`src/rtl/seq_multiplier_if.sv`:
```
// Handshake and operand bundle for seq_multiplier.
// The master side (datapath controller) drives the request, operands and acknowledge;
// the slave side (the multiplier) drives the status flags and the product.
interface seq_multiplier_if #(
    parameter int unsigned N = 32
);
    logic           load;
    logic           recieved;
    logic           sgn;
    logic [N-1:0]   A;
    logic [N-1:0]   B;
    logic           init;
    logic           busy;
    logic           done;
    logic [2*N-1:0] C;

    modport master (
        output load, recieved, sgn, A, B,
        input  init, busy, done, C
    );

    modport slave (
        input  load, recieved, sgn, A, B,
        output init, busy, done, C
    );
endinterface

```
`src/rtl/seq_multiplier.sv`:
```
// Multi-cycle shift-add multiplier with optional two's-complement mode and
// early termination once the remaining multiplier bits are all zero.
// The sign is handled by multiplying magnitudes and negating the product at the end.
module seq_multiplier #(
    parameter int unsigned N          = 32,
    parameter bit          SIGNED_EN  = 1'b1,
    parameter bit          EARLY_TERM = 1'b1
) (
    input logic             clk,
    input logic             rst_n,
    seq_multiplier_if.slave mul_if
);

    localparam int unsigned CntW = $clog2(N);

    typedef enum logic [2:0] {
        StIdle,
        StInit,
        StCheck,
        StAdd,
        StShift,
        StNeg,
        StDone
    } state_e;

    state_e           state_q, state_d;
    logic [2*N-1:0]   m_q, m_d;      // shifted multiplicand magnitude
    logic [N-1:0]     q_q, q_d;      // remaining multiplier magnitude bits
    logic [2*N-1:0]   acc_q, acc_d;
    logic [CntW-1:0]  cnt_q, cnt_d;
    logic             neg_q, neg_d;
    logic             init_q, init_d;
    logic             done_q, done_d;
    logic [2*N-1:0]   c_q, c_d;

    logic             signed_op;
    logic [N-1:0]     mag_a;
    logic [N-1:0]     mag_b;

    // Operand magnitudes; -2^(N-1) wraps to itself and is then read as unsigned 2^(N-1).
    always_comb begin
        signed_op = SIGNED_EN && mul_if.sgn;
        mag_a     = (signed_op && mul_if.A[N-1]) ? -mul_if.A : mul_if.A;
        mag_b     = (signed_op && mul_if.B[N-1]) ? -mul_if.B : mul_if.B;
    end

    // Next-state and datapath update for the control sequence.
    always_comb begin
        state_d = state_q;
        m_d     = m_q;
        q_d     = q_q;
        acc_d   = acc_q;
        cnt_d   = cnt_q;
        neg_d   = neg_q;
        done_d  = done_q;
        c_d     = c_q;
        // init is a single pulse covering exactly the cycle after INIT is entered
        init_d  = (state_q == StInit);

        unique case (state_q)
            StIdle: begin
                done_d = 1'b0;
                if (mul_if.load) begin
                    m_d     = {{N{1'b0}}, mag_a};
                    q_d     = mag_b;
                    neg_d   = signed_op && (mul_if.A[N-1] ^ mul_if.B[N-1]);
                    acc_d   = '0;
                    cnt_d   = CntW'(N - 1);
                    state_d = StInit;
                end
            end
            StInit: begin
                // Zero multiplier skips the loop entirely
                state_d = (EARLY_TERM && (q_q == '0)) ? StNeg : StCheck;
            end
            StCheck: begin
                state_d = q_q[0] ? StAdd : StShift;
            end
            StAdd: begin
                acc_d   = acc_q + m_q;
                state_d = StShift;
            end
            StShift: begin
                q_d   = q_q >> 1;
                m_d   = m_q << 1;
                cnt_d = cnt_q - 1'b1;
                if ((cnt_q == '0) || (EARLY_TERM && ((q_q >> 1) == '0))) begin
                    state_d = StNeg;
                end else begin
                    state_d = StCheck;
                end
            end
            StNeg: begin
                if (neg_q) begin
                    acc_d = -acc_q;
                end
                state_d = StDone;
            end
            StDone: begin
                c_d    = acc_q;
                done_d = 1'b1;
                if (mul_if.recieved) begin
                    state_d = StIdle;
                end
            end
            default: begin
                state_d = StIdle;
            end
        endcase
    end

    // State and datapath registers; reset aborts any operation in flight.
    always_ff @(posedge clk or negedge rst_n) begin
        if (!rst_n) begin
            state_q <= StIdle;
            m_q     <= '0;
            q_q     <= '0;
            acc_q   <= '0;
            cnt_q   <= '0;
            neg_q   <= 1'b0;
            init_q  <= 1'b0;
            done_q  <= 1'b0;
            c_q     <= '0;
        end else begin
            state_q <= state_d;
            m_q     <= m_d;
            q_q     <= q_d;
            acc_q   <= acc_d;
            cnt_q   <= cnt_d;
            neg_q   <= neg_d;
            init_q  <= init_d;
            done_q  <= done_d;
            c_q     <= c_d;
        end
    end

    // busy is decoded straight from the state so it drops on the edge that enters DONE.
    always_comb begin
        mul_if.busy = !((state_q == StIdle) || (state_q == StDone));
        mul_if.init = init_q;
        mul_if.done = done_q;
        mul_if.C    = c_q;
    end

endmodule

```
`src/flat_wrapper.sv`:
```
// flat-port wrapper written by rule: the top's interface ports become plain ports
module seq_multiplier_flat 
#(
    parameter int unsigned N          = 32,
    parameter bit          SIGNED_EN  = 1'b1,
    parameter bit          EARLY_TERM = 1'b1
)
  (clk, rst_n, mul_if_load, mul_if_recieved, mul_if_sgn, mul_if_A, mul_if_B, mul_if_init, mul_if_busy, mul_if_done, mul_if_C);
  seq_multiplier_if #(.N(N)) mul_if_i ();
  input logic clk;
  input logic rst_n;
  input wire logic [$bits(mul_if_i.load)-1:0] mul_if_load;
  input wire logic [$bits(mul_if_i.recieved)-1:0] mul_if_recieved;
  input wire logic [$bits(mul_if_i.sgn)-1:0] mul_if_sgn;
  input wire logic [$bits(mul_if_i.A)-1:0] mul_if_A;
  input wire logic [$bits(mul_if_i.B)-1:0] mul_if_B;
  output wire logic [$bits(mul_if_i.init)-1:0] mul_if_init;
  output wire logic [$bits(mul_if_i.busy)-1:0] mul_if_busy;
  output wire logic [$bits(mul_if_i.done)-1:0] mul_if_done;
  output wire logic [$bits(mul_if_i.C)-1:0] mul_if_C;
  assign mul_if_i.load = mul_if_load;
  assign mul_if_i.recieved = mul_if_recieved;
  assign mul_if_i.sgn = mul_if_sgn;
  assign mul_if_i.A = mul_if_A;
  assign mul_if_i.B = mul_if_B;
  assign mul_if_init = mul_if_i.init;
  assign mul_if_busy = mul_if_i.busy;
  assign mul_if_done = mul_if_i.done;
  assign mul_if_C = mul_if_i.C;
  seq_multiplier #(.N(N), .SIGNED_EN(SIGNED_EN), .EARLY_TERM(EARLY_TERM)) u_core (.clk(clk), .rst_n(rst_n), .mul_if(mul_if_i));
endmodule
```
`config.mk`:
```
export PLATFORM = sky130hd
export DESIGN_NAME = seq_multiplier_flat
export DESIGN_NICKNAME = d
export VERILOG_FILES = /design/src/rtl/seq_multiplier_if.sv /design/src/rtl/seq_multiplier.sv /design/src/flat_wrapper.sv
export SDC_FILE = /design/constraint.sdc
export NUM_CORES = 1
export LEC_CHECK = 0
export ABC_AREA = 0
export CAP_MARGIN = 20
export CORE_MARGIN = 5
export CORE_UTILIZATION = 50
export DETAILED_ROUTE_END_ITERATION = 8
export PLACE_DENSITY = 0.71
export SYNTH_ARGS = -nofsm -noshare
export SYNTH_HDL_FRONTEND = slang
export SYNTH_SLANG_ARGS = --single-unit
```
`constraint.sdc`:
```
create_clock -name clk -period 6.1 [get_ports clk]
set_input_delay 0.61 -clock clk [delete_from_list [all_inputs] [get_ports clk]]
set_output_delay 0.61 -clock clk [all_outputs]
set_load 0.005 [all_outputs]
```
==> reports/qor.txt <==
Initial antenna violation count: 0
Num Clock Sinks: 235
Worst Setup End Kind: register
Layout cell share with drive strength beyond 1: 0.07165
R2R Path End: u_core.acc_q[63]
Slew @ Worst Pin: 1.003 ns
Drt wl/cell: 19.51 um
IO buf count: 135
Dpl hpwl: 32960 um
Drt first pass iters: 5
Vias in the first global route: 13510
Vias: 14460
Synth Area in Simple Gates: 0.1884
Mapped Avg Cell Area: 8.543 um2
Synth async-reset ratio: 1.000
R2r setup slk: 2.21 ns
Maximum vdd drop: 0.2680 mV
Clk slew on worst S/H paths: 0.06 ns
Die Wd: 186.5 um
Final ANT Viol Nets: 0
Pin count of the biggest net entering global routing: 140
CTS tree: done
Syn-to-layout area delta: 15.25%
DRC Markers: 0
Top_reg_cell synth: dfrtp_1
Count of cell types in the netlist: 75
Status: completed
Via density: 6.264
Post-synthesis compound-gate area fraction: 0.2361
RSZ-0062 raised after global routing: false
Post_cts resized: 0
First-pass GRT wire length: 72950 um
Worst min path class: in -> async
Syn Nets: 1961
IO Count: 136
Gr usage total: 0.2488
Die H: 186.5 um
Final Hold Viols: 0
Synth Instances: 1824
Clk_lat worst skew: 0.53 ns
Commonest cells after routing, fill and taps aside: dfrtp_1 (235), o21ai_0 (204), nand2_1 (193), a21oi_1 (143), clkdlybuf4s50_1 (134)
Max Freq: 256.8 MHz
Smallest hold slack: 0.08422 ns
Largest family of logic cells by synthesized area: compound AO/OA/AOI/OAI gates
Reg2reg start: u_core.acc_q[28]
CP endpoint: u_core.acc_q[63]
Post-synthesis mux area share: 0.04047
WP data required: 6.56 ns
Skew final: 0.01885 ns
Final WL: 45030 um
Final RePlAce weighted congestion: 0.9847
Nets@finish: 2035
Worst-path maximum fanout: 8
# Post-CTS Setup Buffers: 0
EDFF count, synth: 0
Critical path type: reg -> reg
Fraction of the mapped netlist area in adder cells: 0.05508
Max_cap viols: 0
Slew HR: 0.3317
Initial Utilization: 0.5081
Hold buffer count at cts: 0
Final Setup Violations: 0
Final core occ: 0.5856
Slew Viols, Final: 0
Cell Area, Synth: 0.01558 mm2
Total grt overflow: 0
Synth warn: 0
Initial DRC count: 1438
Arrival time at the worst endpoint: 4.36 ns
FF-to-FF path depth: 11
Crit share post-route: 0.6384
H-tree depth: 1
CP Launch Point: u_core.acc_q[28]
Synth Area in XOR/XNOR: 0.06689
Leak: 7.748 nW
Row count: 64
Antenna diodes: 0
Final instance area: 0.01796 mm2
Clock root cell: clkbuf_16
Die ar.: 0.03480 mm2
Total CTS buffers: 25
Period minus WS final: 3.894 ns
Final setup TNS: 0 ns
P per Cell Area: 462.2 mW/mm2
Most common cell after layout, fill and taps aside: dfrtp_1
CTS Buffer Depth: 3
Seq/Total Area, Yosys: 0.3774
Flops & latches, synth: 235
Core area: 0.03067 mm2
Worst setup SP type: register
Dpl cell area: 0.01717 mm2
-- state kept, by name (all words and copies together), names as in the netlist --
name,count
u_core.acc_q,64
u_core.cnt_q,5
u_core.m_q,64
u_core.mul_if.C,64
u_core.mul_if.done,1
u_core.mul_if.init,1
u_core.neg_q,1
u_core.q_q,32
u_core.state_q,3
-- stage by stage --
stage	total power [mW]	instances	setup WS [ns]
5_1_grt	8.895	2308	2.023
3_3_place_gp	6.685	2266	2.187
6_report	8.300	2308	2.206
4_1_cts	8.294	2308	2.241
2_1_floorplan	5.282	1824	2.981
3_5_place_dp	6.767	2267	2.237
-- layer usage --
metal / share of wire / track usage / wire length [um]
met5: 0 / 0 / 0
met2: 0.44 / 0.3779 / 19890
met1: 0.46 / 0.3761 / 20690
met4: 0.014 / 0.04877 / 608
met3: 0.085 / 0.04466 / 3837
-- Yosys cell counts (4+ instances only) --
master,instances,area share
nor2b_1,9,0.0036
and3_1,11,0.0044
o32a_1,4,0.0026
xor2_1,55,0.031
or4_1,10,0.0048
a221oi_1,4,0.0022
a21oi_1,143,0.046
nand2b_1,16,0.0064
ha_1,67,0.054
a21o_1,36,0.017
o31ai_1,12,0.0058
nand2_1,195,0.047
o21ba_2,4,0.0026
nor3_1,67,0.022
nor2_1,119,0.029
nor4_1,29,0.012
clkbuf_1,96,0.023
nand3_1,66,0.021
dfrtp_1,235,0.38
a211oi_1,10,0.0048
inv_1,37,0.0089
a31oi_1,23,0.0092
a221o_1,4,0.0026
a22oi_1,79,0.038
nand4_1,28,0.011
xnor2_1,64,0.036
mux2_2,56,0.040
or3_1,17,0.0068
o41ai_1,9,0.0051
o21a_1,6,0.0029
a21boi_0,4,0.0019
or2_2,5,0.0020
o21ai_0,204,0.066
o22ai_1,9,0.0036
and2_1,10,0.0040
o21bai_1,14,0.0067
-- area by class of cell --
type                       instances  area [um2]
fill                            2743       12710
timing repair buffer             150        1485
sequential                       235        5881
clock inverter                    10       112.6
tap                              396       495.5
multi-input combinational       1449        9168
clock buffer                      31       678.2
inverter                          37       138.9
-- where the power goes --
| group | switching [mW] | total (mW) | internal, mW |
|---|---|---|---|
| clock network | 0.633 | 1.50 | 0.868 |
| registers | 0.675 | 2.79 | 2.11 |
| logic | 2.35 | 4.01 | 1.66 |
-- cell families after synthesis --
| family | count (synthesis) |
|---|---|
| flip-flops | 235 |
| AO/OA/AOI/OAI | 600 |
| multiplexers | 56 |
| XOR/XNOR | 119 |
| adder cells (fa/ha/maj) | 68 |
| buffers and inverters | 140 |
| AND/OR/NAND/NOR | 606 |
-- worst max-delay path, stage by stage, from the launching register on --
cell      delay [ns]
dfrtp_1         0.48
ha_1            0.45
a21o_1          0.22
a21o_1          0.17
a21o_1          0.20
a221o_1         0.34
a211oi_1        0.58
a22oi_1         0.29
a21oi_1         0.39
nor2_1          0.12
or4_1           0.52
nand3_1         0.08
-- worst min path at each step --
stage	startpoint	end	slack, ns	depth (start not counted)
2_1_floorplan	rst_n	u_core.acc_q[0]	0.31	0
3_3_place_gp	u_core.cnt_q[3]	u_core.cnt_q[3]	0.45	1
3_5_place_dp	u_core.neg_q	u_core.neg_q	0.45	2
4_1_cts	rst_n	u_core.mul_if.C[10]	0.12	1
5_1_grt	rst_n	u_core.acc_q[3]	0.16	1
6_report	rst_n	u_core.mul_if.C[2]	0.08	1
(Power assumes the default switching activity.)
